==> config.mk <==
export PLATFORM = sky130hd
export DESIGN_NAME = spi_master_param
export DESIGN_NICKNAME = d
export VERILOG_FILES = /design/src/rtl/spi_master_param.sv
export SDC_FILE = /design/constraint.sdc
export NUM_CORES = 1
export LEC_CHECK = 0
export BUFFER_PORTS_ARGS = -buffer_cell sky130_fd_sc_hd__buf_2
export CAP_MARGIN = 20
export CORE_ASPECT_RATIO = 0.5
export CORE_MARGIN = 5
export CORE_UTILIZATION = 43
export DETAILED_ROUTE_END_ITERATION = 7
export GPL_ROUTABILITY_DRIVEN = 0
export SYNTH_ARGS = -nofsm -noshare
export SYNTH_HDL_FRONTEND = slang
export SYNTH_SLANG_ARGS = --single-unit
==> constraint.sdc <==
create_clock -name clk -period 2.1 [get_ports clk]
set_input_delay 0.105 -clock clk [delete_from_list [all_inputs] [get_ports clk]]
set_output_delay 0.105 -clock clk [all_outputs]
set_load 0.05 [all_outputs]
==> src/rtl/spi_master_param.sv <==
// spi_master_param: SPI master, all four modes, runtime SCK divider.
// Define SPI_MASTER_LSB_FIRST_EN for LSB-first shifting in both directions.
module spi_master_param #(
   parameter int DATA_W   = 8,
   parameter int NUM_SS   = 1,
   parameter int SS_IDX_W = 1,
   parameter int DIV_W    = 8
) (
   input  logic                clk,
   input  logic                rst,
   input  logic                start,
   input  logic                cpol,
   input  logic                cpha,
   input  logic [DIV_W-1:0]    clk_div,
   input  logic [SS_IDX_W-1:0] ss_idx,
   input  logic [DATA_W-1:0]   tx_data,
   output logic [DATA_W-1:0]   rx_data,
   output logic                busy,
   output logic                done,
   output logic                sck,
   output logic                mosi,
   input  logic                miso,
   output logic [NUM_SS-1:0]   ss_n
);

   localparam int BCW = $clog2(2 * DATA_W) + 1;
   localparam logic [BCW-1:0] LAST_EDGE = BCW'(2 * DATA_W);

   typedef enum logic [1:0] {
      IDLE,
      SETUP,
      XFER,
      HOLD
   } state_t;

   state_t            state;
   logic              cpol_q;
   logic              cpha_q;
   logic [DIV_W-1:0]  div_q;
   logic [DIV_W-1:0]  div_cnt;
   logic [BCW-1:0]    edge_cnt;
   logic [DATA_W-1:0] tx_sr;
   logic [DATA_W-1:0] rx_sr;

   logic [BCW-1:0]    next_edge;
   logic              do_sample;
   logic              do_shift;
   logic              half_end;

   function automatic logic [NUM_SS-1:0] ss_decode(
      input logic [SS_IDX_W-1:0] idx
   );
      logic [NUM_SS-1:0] v;
      v = '1;
      for (int i = 0; i < NUM_SS; i++)
         if (32'(idx) == i) v[i] = 1'b0;
      return v;
   endfunction

`ifdef SPI_MASTER_LSB_FIRST_EN
   function automatic logic tx_bit(
      input logic [DATA_W-1:0] d
   );
      return d[0];
   endfunction

   function automatic logic [DATA_W-1:0] tx_adv(
      input logic [DATA_W-1:0] d
   );
      return d >> 1;
   endfunction

   function automatic logic [DATA_W-1:0] rx_ins(
      input logic [DATA_W-1:0] d,
      input logic              b
   );
      return {b, d[DATA_W-1:1]};
   endfunction
`else
   function automatic logic tx_bit(
      input logic [DATA_W-1:0] d
   );
      return d[DATA_W-1];
   endfunction

   function automatic logic [DATA_W-1:0] tx_adv(
      input logic [DATA_W-1:0] d
   );
      return d << 1;
   endfunction

   function automatic logic [DATA_W-1:0] rx_ins(
      input logic [DATA_W-1:0] d,
      input logic              b
   );
      return {d[DATA_W-2:0], b};
   endfunction
`endif

   // Odd edges are leading edges; cpha picks which of the pair samples.
   always_comb begin
      next_edge = edge_cnt + 1'b1;
      do_sample = next_edge[0] ^ cpha_q;
      do_shift  = ~do_sample & (next_edge != LAST_EDGE);
      half_end  = (div_cnt == div_q);
   end

   always_ff @(posedge clk) begin
      if (rst) begin
         state    <= IDLE;
         sck      <= 1'b0;
         mosi     <= 1'b0;
         ss_n     <= '1;
         busy     <= 1'b0;
         done     <= 1'b0;
         cpol_q   <= 1'b0;
         cpha_q   <= 1'b0;
         div_q    <= '0;
         div_cnt  <= '0;
         edge_cnt <= '0;
         tx_sr    <= '0;
         rx_sr    <= '0;
         // An aborted frame leaves the previous result visible.
         if (!busy) rx_data <= '0;
      end else begin
         done <= 1'b0;
         unique case (state)
            IDLE: begin
               sck  <= cpol;
               ss_n <= '1;
               busy <= 1'b0;
               if (start) begin
                  state    <= SETUP;
                  busy     <= 1'b1;
                  ss_n     <= ss_decode(ss_idx);
                  cpol_q   <= cpol;
                  cpha_q   <= cpha;
                  div_q    <= clk_div;
                  div_cnt  <= '0;
                  edge_cnt <= '0;
                  rx_sr    <= '0;
                  if (cpha) begin
                     tx_sr <= tx_data;
                     mosi  <= 1'b0;
                  end else begin
                     tx_sr <= tx_adv(tx_data);
                     mosi  <= tx_bit(tx_data);
                  end
               end
            end
            SETUP, XFER: begin
               if (!half_end) begin
                  div_cnt <= div_cnt + 1'b1;
               end else begin
                  div_cnt <= '0;
                  if (edge_cnt == LAST_EDGE) begin
                     state <= HOLD;
                  end else begin
                     state    <= XFER;
                     sck      <= ~sck;
                     edge_cnt <= next_edge;
                     if (do_sample)
                        rx_sr <= rx_ins(rx_sr, miso);
                     if (do_shift) begin
                        mosi  <= tx_bit(tx_sr);
                        tx_sr <= tx_adv(tx_sr);
                     end
                  end
               end
            end
            HOLD: begin
               if (!half_end) begin
                  div_cnt <= div_cnt + 1'b1;
               end else begin
                  div_cnt <= '0;
                  state   <= IDLE;
                  sck     <= cpol_q;
                  ss_n    <= '1;
                  busy    <= 1'b0;
                  done    <= 1'b1;
                  rx_data <= rx_sr;
               end
            end
         endcase
      end
   end

endmodule
Word level (Yosys, flattened, before mapping) --
Cells that the tools add are included. W data, S select, Z words.
Storage, ports and cells: bits in registers 54, bits of input ports 23, output and inout port bits 13, logic and storage cells 94
Cells by class: $add $sub $neg 2, eq/ne operators 13, muxes and demuxes 44, bitwise gates (word level) 5, reduce and logical (&&, ||, !) cells 16
Operator list (count):
- $mux W8 | 14
- $pmux W8 S2 | 3
- $mux W1 | 15
- $mux W5 | 3
- $ne A2 B2 Y1 const B | 7
- $pmux W5 S2 | 1
- $reduce_and A5 Y1 | 2
- $reduce_and A3 Y1 | 3
- $add A8 B1 Y8 const B | 1
- $eq A8 B8 Y1 | 1
- $reduce_bool A2 Y1 | 4
- $mux W2 | 3
- $pmux W1 S2 | 3
- $pmux W2 S3 | 1
- $add A5 B1 Y5 const B | 1
- $eq A5 B5 Y1 const B | 1
- $ne A5 B5 Y1 const B | 1
- $eq A2 B2 Y1 const B | 2
- $reduce_and A2 Y1 | 2
- $reduce_and A4 Y1 | 1
- $reduce_or A2 Y1 | 2
- $not A1 Y1 | 3
- $pmux W1 S3 | 1
- $reduce_or A3 Y1 | 1
- other kinds (4) | 4

Logic depth before layout (Yosys ltp) --
depth after elaboration 8, gate-level depth with buffers 9, depth with buffers taken out 7

Worst setup path before layout --
OpenSTA, ideal clock, no wires.
path kind register to register, start register div_cnt[3], end register rx_data[0], enable pin, library setup time 377 ps, arrival time 1707 ps, data required time 1723 ps, setup slack 17 ps, cell stages (with the launch flop) 6, buffers on the path 1, period minus slack after synthesis 2083 ps, cells stage by stage dfxtp_1 buf_6 xor2_2 nor4_4 nand3_1 mux2i_1
On the way: word-level cells in the longest chain between the ends 3
Ends and longest elaborated chain:
- start, declared | line 40 | logic [DIV_W-1:0] div_cnt;
- start signal, assigned | line 153 | div_cnt <= div_cnt + 1'b1;
- start signal, assigned | line 173 | div_cnt <= div_cnt + 1'b1;
- $eq A8 B8 Y1 | line 105 | half_end = (div_cnt == div_q);
- $reduce_bool A2 Y1 (no source line)
- $reduce_and A3 Y1 (no source line)
- end signal, assigned | line 181 | rx_data <= rx_sr;
- end, declared | line 17 | output logic [DATA_W-1:0] rx_data,
No other way between the ends. A chain may end at the register's enable or synchronous reset.

Final worst setup path --
start register edge_cnt[1], end register mosi
On the way: word-level cells in the longest chain between the ends 5, elaborated cells between the ends (all ways) 7, those cells by class add/sub: 1; eq/ne: 4; bitwise: 1; reduce/logical: 1
Ends and longest elaborated chain:
- start, declared | line 41 | logic [BCW-1:0] edge_cnt;
- start signal, assigned | line 161 | edge_cnt <= next_edge;
- $add A5 B1 Y5 | line 102 | next_edge = edge_cnt + 1'b1;
- $ne A5 B5 Y1 | line 104 | do_shift = ~do_sample & (next_edge != LAST_EDGE);
- $and A1 B1 Y1 | line 104
- $ne A2 B2 Y1 (no source line)
- $reduce_and A5 Y1 (no source line) *
- end signal, assigned | line 147 | mosi <= tx_bit(tx_data);
- end signal, assigned | line 165 | mosi <= tx_bit(tx_sr);
- end, declared | line 21 | output logic mosi,
Every way passes the cells marked *; elsewhere a longest branch is shown, timed or not.

==> results by group <==
Outcome
  – Status: finished, final reports clean

Synthesis
  – Area of the mapped netlist: 2870 sq um
  – Mean Syn Cell Area: 8.68 sq um
  – Fraction of registers with async set or reset after synthesis: 0%
  – Number of enable flip-flop cells after synthesis: 8
  – Mapped Nets: 360
  – Post-synthesis register bit count: 54
  – Gate Count Post-Synth: 331
  – Netlist cell types: 49
  – Yosys warnings: 0
  – Main synth FF type: dfxtp_1
  – Register area share after synthesis: 40.4%

Timing
  – Worst Tran Pin Value: 497 ps
  – Final setup margin: 100 ps
  – Highest clock rate: 0.500 GHz
  – Final Cycle Share: 95.2%
  – Fin crit period: 2000 ps
  – Max-slew headroom: 66.7%
  – Slew Viols, Final: 0
  – RSZ-0062 raised after global routing: no
  – Post-Route Skew: 5.22 ps
  – Setup Viol. Count Final: 0
  – Fin. Hold Viols: 0
  – TNS Setup: 0 ps

Worst setup path
  – Max FO, Critical Path: 8
  – Reg2reg path depth: 5
  – Setup crit start kind: register
  – R2r endpoint: mosi
  – Classification of the worst setup path: reg2reg
  – CP required: 2260 ps
  – CP Data Arrival Time: 2150 ps
  – Crit end category: register
  – Reg2reg setup slack: 100 ps
  – Worst r2r src: edge_cnt[1]

GRT
  – Total GRT Usage: 16.3%
  – First-pass GRT wire length: 11300 microns
  – GRT Residual Overflow: 0
  – Pin count of the biggest net entering global routing: 29
  – Initial antenna violation count: 0
  – Vias in the first global route: 2425

Power and ir drop
  – PwrDens: 1270 nW/um^2
  – Total power: 4.25 mW
  – Max rail drop VDD: 0.451 mV
  – Pleak: 1.31 nW

Routing
  – WL final: 6770 microns
  – WL per Instance: 14.6 microns
  – # DRC: 0
  – Antenna Violating Nets Remaining: 0
  – Starting DRT DRC Count: 179
  – Vias per cell: 5.49
  – Total number of vias: 2538
  – Drt pass-1 iters: 5

Placement
  – DP HPWL: 4820 microns
  – Port bufs: 35
  – Dpl ws: 21.7 ps

Clock network
  – Clock sinks: 54
  – TritonCTS clock tree: yes
  – CTS Root Buffer Type: clkbuf_16
  – CTS Buffer Depth: 2
  – Clock slew at reported path FFs: 70 ps
  – Worst-Skew Late Latency: 290 ps
  – CTS buffer count: 5
  – H-tree depth: 2

Run
  – Max Cap Viol: 0

Layout
  – Area grow syn2layout: 16.1%
  – Fraction of layout cells with a size suffix above 1: 18.9%
  – Antenna diodes: 0
  – Fin nets: 398

Hold path
  – Hold Path Class: in2reg
  – Worst hold start: clk_div[3]
  – Worst Hold Depth: 3
  – End of the worst hold path: div_q[3]

Floorplanning
  – Die outline area: 8510 sq um
  – CORE AREA: 6600 sq um
  – Die Span Y: 67.8 microns
  – Die width: 126 microns
  – Initial core utilization: 43.5%
  – Top Ports: 36
  – FP Rows: 21
-- worst max-delay path, stage by stage, from the launching register on --
cell	delay (ps)
dfxtp_1	350
ha_1	220
and3_1	220
a311oi_1	490
and2_1	400
o221ai_1	180
-- kinds of logic after synthesis --
family                   share of synthesized area [%]
AND/OR/NAND/NOR                                   25.1
AO/OA/AOI/OAI                                     15.6
flip-flops                                        40.4
buffers and inverters                             5.32
multiplexers                                      6.36
XOR/XNOR                                          4.53
adder cells (fa/ha/maj)                           2.61
-- cell type report --
cell class,count,area [sq um]
Timing Repair Buffer,54,322
Clock buffer,8,136
Sequential cell,54,1160
Tap cell,92,115
Inverter,6,22.5
Fill cell,643,3260
Multi-Input combinational cell,248,1580
-- per-layer routing --
metal | global-route usage [%] | wire length [microns] | up-vias
li1 | - | - | 1264
met1 | 20.6 | 3210 | 1199
met2 | 28.8 | 3170 | 70
met3 | 3.63 | 333 | 5
met4 | 4.32 | 55 | 0
met5 | 0 | 0 | -
-- metrics by stage --
stage / area [sq um] / hold WS (ps) / cells / utilization [%]
detailed placement: 3160 / 358 / 452 / 47.9
finish: 3330 / 51.9 / 462 / 50.5
global route: 3330 / 62.4 / 462 / 50.5
floorplan: 2870 / 241 / 331 / -
CTS: 3300 / 46.8 / 460 / 50.0
global placement: 3160 / 348 / 452 / 47.9
-- cell usage in the layout, fill, tap and decap left out, drive strengths merged, types with 5 or more instances in the layout --
| master | netlist | layout |
|---|---|---|
| a31oi | 7 | 7 |
| o211ai | 6 | 6 |
| nand2 | 56 | 56 |
| xor2 | 11 | 11 |
| buf | 14 | 54 |
| ha | 6 | 6 |
| edfxtp | 8 | 8 |
| nand3 | 8 | 8 |
| mux2i | 16 | 16 |
| and3 | 5 | 5 |
| inv | 6 | 6 |
| nor2 | 27 | 27 |
| nand4b | 9 | 9 |
| o221ai | 8 | 8 |
| dfxtp | 46 | 46 |
| a21oi | 32 | 32 |
| nor2b | 10 | 10 |
| nand4 | 11 | 11 |
| clkbuf | 9 | 8 |
-- cells in the mapped netlist, types with 4 or more instances --
| cell type | number | share of area (%) |
|---|---|---|
| o21ai_0 | 4 | 0.70 |
| nor2_1 | 27 | 3.5 |
| xor2_1 | 10 | 3.0 |
| clkbuf_1 | 9 | 1.2 |
| and3_1 | 4 | 0.87 |
| mux2i_1 | 16 | 5.6 |
| dfxtp_1 | 46 | 32 |
| o221ai_1 | 8 | 2.4 |
| buf_2 | 8 | 1.4 |
| edfxtp_1 | 8 | 8.4 |
| nor2b_1 | 10 | 2.2 |
| inv_1 | 5 | 0.65 |
| nand4_1 | 11 | 2.4 |
| nand4b_1 | 9 | 2.7 |
| nand3_1 | 8 | 1.4 |
| nand2_1 | 55 | 7.2 |
| buf_6 | 4 | 1.6 |
| ha_1 | 6 | 2.6 |
| o211ai_1 | 6 | 1.6 |
| a21oi_1 | 32 | 5.6 |
| a31oi_1 | 7 | 1.5 |
-- repair_timing --
| action | 4_1_cts | 5_1_grt |
|---|---|---|
| pin swaps | 1 | 2 |
| resized for setup | 0 | 4 |
| buffers inserted | 0 | 2 |
| hold buffers | 0 | 0 |
| endpoints found under the setup margin | 1 | 18 |
-- where the power goes --
part           leakage, nW  total [mW]  switching, mW  internal [mW]
registers            0.455        1.35          0.122           1.23
clock network       0.0652       0.792          0.348          0.444
logic                0.794        2.10           1.33          0.774
total                 1.31        4.25           1.80           2.45
-- registers in the layout, indices dropped and copies added, names as in the netlist --
name,count
tx_sr,8
cpha_q,1
state,2
edge_cnt,5
ss_n,1
div_q,8
div_cnt,8
rx_data,8
sck,1
busy,1
done,1
rx_sr,8
mosi,1
cpol_q,1
-- how the worst max path moves through the flow --
| stage | start | end | slack [ps] | depth (start not counted) |
|---|---|---|---|---|
| after floorplan | div_cnt[3] | rx_data[0] | 20 | 5 |
| after global placement | div_cnt[3] | edge_cnt[2] | 10 | 6 |
| after detailed placement | div_cnt[3] | edge_cnt[2] | 20 | 6 |
| after CTS | state[1] | tx_sr[4] | 30 | 8 |
| after global routing | state[0] | edge_cnt[3] | 20 | 7 |
| final | edge_cnt[1] | mosi | 100 | 5 |
Power figures use the tool's default switching activity.
